--- src/rtl/trap_ctrl.sv ---
// trap_ctrl: machine-mode trap sequencer between write-back and the CSR file.
//
// Each cycle in IDLE it weighs the synchronous exceptions of the retiring WB
// instruction against pending, enabled interrupts (MEI/MSI/MTI). It then runs
// a fixed-length trap-entry or MRET sequence: a one-cycle CSR strobe with a
// PC redirect, followed by a flush/drain window.
//
// Ports:
//   clk_i, rst_i            clock, synchronous active-high reset
//   wb_*                    retiring instruction: valid, PC, word, mem address
//   e_*, ecall_i, ebreak_i  synchronous exception sources of the WB instruction
//   mret_i                  WB instruction is MRET
//   xint_m*p_i              level interrupt pending lines
//   mstatus_mie_i, mie_i    global and per-source interrupt enables {MEI,MTI,MSI}
//   mtvec_i, mepc_i         trap vector and return address CSRs
//   kill_wb_o               combinational: squash the WB register-file write
//   csr_we_trap_o           one-cycle strobe: CSR file captures mepc/mcause/mtval
//   csr_mret_o              one-cycle strobe: CSR file restores MIE from MPIE
//   mepc_o/mcause_o/mtval_o registered trap data, held until the next trap
//   pc_redirect_o           fetch redirect strobe, target on pc_target_o
//   flush_o                 squash all in-flight instructions
//   busy_o                  sequencer is not in IDLE

module trap_ctrl #(
  parameter int unsigned FLUSH_CYCLES = 3
) (
  input  logic        clk_i,
  input  logic        rst_i,
  input  logic        wb_valid_i,
  input  logic [31:0] wb_pc_i,
  input  logic [31:0] wb_inst_i,
  input  logic [31:0] wb_mem_addr_i,
  input  logic        e_inst_addr_mis_i,
  input  logic        e_illegal_inst_i,
  input  logic        e_ld_addr_mis_i,
  input  logic        e_st_addr_mis_i,
  input  logic        ecall_i,
  input  logic        ebreak_i,
  input  logic        mret_i,
  input  logic        xint_meip_i,
  input  logic        xint_mtip_i,
  input  logic        xint_msip_i,
  input  logic        mstatus_mie_i,
  input  logic [2:0]  mie_i,
  input  logic [31:0] mtvec_i,
  input  logic [31:0] mepc_i,
  output logic        kill_wb_o,
  output logic        csr_we_trap_o,
  output logic        csr_mret_o,
  output logic [31:0] mepc_o,
  output logic [31:0] mcause_o,
  output logic [31:0] mtval_o,
  output logic        pc_redirect_o,
  output logic [31:0] pc_target_o,
  output logic        flush_o,
  output logic        busy_o
);

  localparam int unsigned XLEN   = 32;
  localparam int unsigned CODE_W = 4;
  localparam int unsigned CNT_W  = 4;

  // Drain counter start value: DRAIN lasts exactly FLUSH_CYCLES cycles.
  localparam logic [CNT_W-1:0] CNT_LOAD = CNT_W'(FLUSH_CYCLES - 1);

  // Cause codes
  localparam logic [CODE_W-1:0] C_INST_MIS = 4'd0;
  localparam logic [CODE_W-1:0] C_ILLEGAL  = 4'd2;
  localparam logic [CODE_W-1:0] C_BREAK    = 4'd3;
  localparam logic [CODE_W-1:0] C_LD_MIS   = 4'd4;
  localparam logic [CODE_W-1:0] C_ST_MIS   = 4'd6;
  localparam logic [CODE_W-1:0] C_ECALL    = 4'd11;
  localparam logic [CODE_W-1:0] C_MSI      = 4'd3;
  localparam logic [CODE_W-1:0] C_MTI      = 4'd7;
  localparam logic [CODE_W-1:0] C_MEI      = 4'd11;

  typedef enum logic [1:0] {
    S_IDLE  = 2'd0,
    S_TRAP  = 2'd1,
    S_MRET  = 2'd2,
    S_DRAIN = 2'd3
  } state_t;

  state_t             r_state;
  logic [CNT_W-1:0]   r_cnt;
  logic               r_csr_we_trap;
  logic               r_csr_mret;
  logic [XLEN-1:0]    r_mepc;
  logic [XLEN-1:0]    r_mcause;
  logic [XLEN-1:0]    r_mtval;
  logic               r_pc_redirect;
  logic [XLEN-1:0]    r_pc_target;
  logic               r_flush;
  logic               r_busy;

  logic [2:0]         w_int_vec;
  logic               w_int_p;
  logic [CODE_W-1:0]  w_int_code;
  logic               w_exc_any;
  logic [CODE_W-1:0]  w_exc_cause;
  logic [XLEN-1:0]    w_exc_tval;
  logic               w_accept;
  logic               w_take_trap;
  logic               w_take_mret;
  logic [XLEN-1:0]    w_trap_cause;
  logic [XLEN-1:0]    w_trap_tval;
  logic [XLEN-1:0]    w_vec_base;
  logic [XLEN-1:0]    w_trap_target;
  logic [XLEN-1:0]    w_mret_target;

  // Interrupt pending/enable, ordered {MEI, MTI, MSI} to line up with mie_i.
  always_comb begin
    w_int_vec  = {xint_meip_i, xint_mtip_i, xint_msip_i} & mie_i;
    w_int_p    = mstatus_mie_i & (|w_int_vec);
    w_int_code = C_MTI;
    if (w_int_vec[2]) begin
      w_int_code = C_MEI;
    end else if (w_int_vec[0]) begin
      w_int_code = C_MSI;
    end
  end

  // Synchronous exception select: first matching source wins.
  always_comb begin
    w_exc_any   = 1'b1;
    w_exc_cause = C_INST_MIS;
    w_exc_tval  = '0;
    if (e_inst_addr_mis_i) begin
      w_exc_cause = C_INST_MIS;
      w_exc_tval  = wb_pc_i;
    end else if (e_illegal_inst_i) begin
      w_exc_cause = C_ILLEGAL;
      w_exc_tval  = wb_inst_i;
    end else if (ebreak_i) begin
      w_exc_cause = C_BREAK;
      w_exc_tval  = wb_pc_i;
    end else if (ecall_i) begin
      w_exc_cause = C_ECALL;
      w_exc_tval  = '0;
    end else if (e_ld_addr_mis_i) begin
      w_exc_cause = C_LD_MIS;
      w_exc_tval  = wb_mem_addr_i;
    end else if (e_st_addr_mis_i) begin
      w_exc_cause = C_ST_MIS;
      w_exc_tval  = wb_mem_addr_i;
    end else begin
      w_exc_any   = 1'b0;
    end
  end

  // Event acceptance and trap payload; interrupts outrank exceptions, which
  // outrank MRET.
  always_comb begin
    w_accept      = (r_state == S_IDLE) & wb_valid_i;
    w_take_trap   = w_accept & (w_int_p | w_exc_any);
    w_take_mret   = w_accept & ~w_int_p & ~w_exc_any & mret_i;

    w_trap_cause  = w_int_p ? {1'b1, 27'b0, w_int_code}
                            : {1'b0, 27'b0, w_exc_cause};
    w_trap_tval   = w_int_p ? '0 : w_exc_tval;

    // Vectored mode (mtvec[1:0]==01) offsets only interrupts by 4*code.
    w_vec_base    = {mtvec_i[31:2], 2'b00};
    w_trap_target = w_vec_base;
    if (w_int_p && (mtvec_i[1:0] == 2'b01)) begin
      w_trap_target = w_vec_base + {26'b0, w_int_code, 2'b00};
    end
    w_mret_target = {mepc_i[31:2], 2'b00};
  end

  assign kill_wb_o = w_take_trap;

  // Sequencer with registered strobes and trap data.
  always_ff @(posedge clk_i) begin
    if (rst_i) begin
      r_state       <= S_IDLE;
      r_cnt         <= '0;
      r_csr_we_trap <= 1'b0;
      r_csr_mret    <= 1'b0;
      r_mepc        <= '0;
      r_mcause      <= '0;
      r_mtval       <= '0;
      r_pc_redirect <= 1'b0;
      r_pc_target   <= '0;
      r_flush       <= 1'b0;
      r_busy        <= 1'b0;
    end else begin
      case (r_state)
        S_IDLE: begin
          if (w_take_trap) begin
            r_state       <= S_TRAP;
            r_mepc        <= wb_pc_i;
            r_mcause      <= w_trap_cause;
            r_mtval       <= w_trap_tval;
            r_csr_we_trap <= 1'b1;
            r_pc_redirect <= 1'b1;
            r_pc_target   <= w_trap_target;
            r_flush       <= 1'b1;
            r_busy        <= 1'b1;
          end else if (w_take_mret) begin
            r_state       <= S_MRET;
            r_csr_mret    <= 1'b1;
            r_pc_redirect <= 1'b1;
            r_pc_target   <= w_mret_target;
            r_flush       <= 1'b1;
            r_busy        <= 1'b1;
          end
        end
        S_TRAP, S_MRET: begin
          // Strobes last one cycle; flush and busy carry on through DRAIN.
          r_state       <= S_DRAIN;
          r_cnt         <= CNT_LOAD;
          r_csr_we_trap <= 1'b0;
          r_csr_mret    <= 1'b0;
          r_pc_redirect <= 1'b0;
        end
        S_DRAIN: begin
          if (r_cnt == '0) begin
            r_state <= S_IDLE;
            r_flush <= 1'b0;
            r_busy  <= 1'b0;
          end else begin
            r_cnt <= r_cnt - CNT_W'(1);
          end
        end
        default: begin
          r_state <= S_IDLE;
        end
      endcase
    end
  end

  assign csr_we_trap_o = r_csr_we_trap;
  assign csr_mret_o    = r_csr_mret;
  assign mepc_o        = r_mepc;
  assign mcause_o      = r_mcause;
  assign mtval_o       = r_mtval;
  assign pc_redirect_o = r_pc_redirect;
  assign pc_target_o   = r_pc_target;
  assign flush_o       = r_flush;
  assign busy_o        = r_busy;

endmodule

--- config.mk ---
export PLATFORM = sky130hd
export DESIGN_NAME = trap_ctrl
export DESIGN_NICKNAME = d
export VERILOG_FILES = /design/src/rtl/trap_ctrl.sv
export SDC_FILE = /design/constraint.sdc
export NUM_CORES = 1
export LEC_CHECK = 0
export ABC_CLOCK_PERIOD_IN_PS = 1900
export CAP_MARGIN = 20
export CORE_MARGIN = 10
export CORE_UTILIZATION = 36
export DETAILED_ROUTE_END_ITERATION = 10
export PLACE_DENSITY = 0.8
export SLEW_MARGIN = 20
export SYNTH_ARGS = -nofsm -noshare
export SYNTH_HDL_FRONTEND = slang
export SYNTH_SLANG_ARGS = --single-unit
--- constraint.sdc ---
create_clock -name clk_i -period 1.9 [get_ports clk_i]
set_input_delay 0.38 -clock clk_i [delete_from_list [all_inputs] [get_ports clk_i]]
set_output_delay 0.38 -clock clk_i [all_outputs]
set_load 0.1 [all_outputs]
==> run metrics, run 1 <==
crit path launch type input pin; Vias/cell 5.37; count of different cell masters after synthesis 62; Pint 0.00634 W; commonest non-fill, non-tap cells in the layout buf_4 (165), clkdlybuf4s50_1 (158), dfxtp_1 (108); IO Port Bufs 279; cts bufs inserted 9; Setup CP Type in -> out; largest net degree at the start of global routing 51; CTS H-tree lvls 3; leakage 4.00 nW; status finished with violations; Worst-path clk slew 80 ps; hold buffers post-CTS 0; Crit. End Element output port; commonest non-fill, non-tap cell in the layout buf_4; Layout Skew 5.63 ps; Worst EP required 1520 ps; via count 6776; Netlist Area Pre-Place 0.00595 mm²; worst path bufs/invs 4; DRT iter0 DRCs 474; critical path peak fanout 2; main area contributors after synthesis dfxtp_1 (37%), a22oi_1 (6.8%), a41oi_1 (4.7%), o2bb2ai_1 (4.7%), nand2_1 (4.5%); grt total ovfl 0; Clock Sink Count 109; slowest CP cell a222oi_1; met2 wire len 13.0 mm; pwr dens 1320 mW/mm²; final WL 25.5 mm; Final period util 103%; clk_lat worst skew 360 ps; Final Hold Vio Count 0; max incr delay on CP 380 ps; failing checks setup timing; commonest register cell after synthesis dfxtp_1; EDFF count, synth 0; initial antenna violation count 5; crit path cell chain buf_2, a222oi_1, bufbuf_16, o211ai_4, nand2_2, inv_6, buf_12; Synth-to-Final Area Change 69.2%; Synth top area share 36.7%; area leader, netlist dfxtp_1; Clock power frac 15.2%; WL/cell 20.2 µm; GP Congestion 0.847; Max Fclk 0.509 GHz; max cap viols 0; M1 wire length 9.75 mm; layout cell share with drive strength beyond 1 24.9%; DRT Pass-1 Iters 5; switch share 52.3%; Mean Syn Cell Area 8.38 µm²; maximum buffer depth of the clock tree 2; std cell rows 46; Starting Density 37.1%; vias in the first global route 6728; Critical Path AT 1590 ps; layout net count 1221; DRC viols 0; Slew Viols, Final 0; DR WL met3 2.00 mm; Worst IR Drop VDD 0.850 mV; Tot Pwr 0.0133 W; Seq. cell area 0.00218 mm²; footprint of the multi-input gates 0.00342 mm²; placed insts 1233; async set or reset register ratio after synthesis 0%; DR top layer met5; final setup vio count 5; Tightest Hold Check Type reg -> reg; Logic pwr share 61.1%; RSZ-0062 raised after global routing true; Root Buffer clkbuf_16; Yosys reg bits 109; Final WS setup -66.0 ps; global-route wire length before repair 38.0 mm; critical path's top delay family buffers and inverters; chip width 149 µm; total number of yosys warnings 0; Die Y 149 µm; Psw 0.00696 W; Core Region 0.0161 mm²; Post-Layout Cell Count 1263; Synth Instances 710; Fill cells 1367; sequential share of the synthesized area 36.7%; Final min period 1970 ps; Die ar. 0.0221 mm²; GRT Total Usage 21.6%; CTS tree yes; Sequential Power Share 23.7%; num ports 311; HPWL after detailed placement 19.6 mm; Routed Antenna Nets 0
==> state kept, by name, summed over array words and instances, names as in the netlist <==
signal,flops
busy_o,1
r_cnt,4
mcause_o,5
csr_we_trap_o,1
csr_mret_o,1
pc_redirect_o,1
mtval_o,32
mepc_o,32
pc_target_o,30
r_state,2
==> stage by stage <==
stage	TNS, ps	setup slack (ps)	utilization (%)	hold WS [ps]	cell area [µm²]
finish	-98.1	-66.0	62.7	457	10100
global route	-736	-119	62.7	472	10100
CTS	-2.30	-2.30	62.1	452	9970
detailed placement	-49590	-656	59.4	447	9540
global placement	-46660	-627	59.4	442	9540
floorplan	0	13.0	-	463	6070
==> worst paths after layout <==
path                     from               to  slack, ps  cells after the start
hold / removal     mepc_o[30]       mepc_o[30]        460                      2
hold reg to reg    mepc_o[30]       mepc_o[30]        460                      2
setup / recovery  xint_meip_i        kill_wb_o        -70                      7
setup reg to reg   r_state[0]  pc_target_o[31]         90                      9
==> cells in the mapped netlist (all sizes together), types with 3 or more instances <==
library cell and number:
inv 10, o22ai 23, nor2 55, nor3 14, ha 6, nor2b 4
and2 37, xor2 25, and4 3, o211ai 3, clkbuf 37, nand2 73
buf 55, nand3 11, nor4 4, and3 7, xnor2 4, a221oi 5
o21ai 3, nand4 16, a211oi 16, a22oi 54, a41oi 32, mux2i 3
dfxtp 109, o2bb2ai 32, a21oi 38, nand2b 8
==> cell families after synthesis <==
kind of cell               after synthesis  share of synthesized area (%)
DFF                                    109                           36.7
and+or+nand+nor                        240                           20.4
adders and majority gates                6                           1.26
xor gates and xnor gates                29                           4.27
muxes                                    3                          0.504
AOI/OAI and AO/OA                      219                           27.6
other                                    1                         0.0630
buffers and inverters                  103                           9.27
==> layer usage <==
layer	vias to the layer above	global-route usage, %
met1	3235	24.4
met2	253	37.8
li1	3238	-
met4	2	7.28
met5	-	0
met3	48	6.43
==> repair_timing <==
item / CTS / global route
resized for setup: 39 / 14
setup buffers: 8 / 0
gates cloned: 1 / 1
pin swaps: 6 / 19
endpoints found under the setup margin: 105 / 25
==> tightest hold or removal path, delay by kind of cell, from the launching register on <==
family	cells	cell delay, ps
and+or+nand+nor	1	50
AOI/OAI and AO/OA	1	50
DFF	1	310
==> power groups by stage <==
stage / clock [W] / sequential (W) / combinational (W)
6_report: 0.00202 / 0.00315 / 0.00813
5_1_grt: 0.00216 / 0.00321 / 0.00846
4_1_cts: 0.00208 / 0.00314 / 0.00804
3_5_place_dp: 0 / 0.00318 / 0.00794
3_3_place_gp: 0 / 0.00316 / 0.00788
2_1_floorplan: 0 / 0.00637 / 0.00221
==> layout make-up <==
cell class,count,share of cell area (%)
antenna,4,0.0994
timing repair buffer,381,38.0
multi-input combinational,526,34.0
tap,216,2.68
sequential,109,21.7
clock buffer,9,2.24
inverter,11,0.460
clock inverter,7,0.907
No activity file was read; power rests on OpenSTA's default activity.
==> run 2: changes to the inputs <==
--- a/config.mk
+++ b/config.mk
@@ -10,6 +10,7 @@
 export CORE_MARGIN = 10
 export CORE_UTILIZATION = 36
 export DETAILED_ROUTE_END_ITERATION = 10
+export GPL_ROUTABILITY_DRIVEN = 0
 export PLACE_DENSITY = 0.8
 export SLEW_MARGIN = 20
 export SYNTH_ARGS = -nofsm -noshare
==> results of run 2 <==
The final DEF is identical to that of run 1; final timing and power are the same.
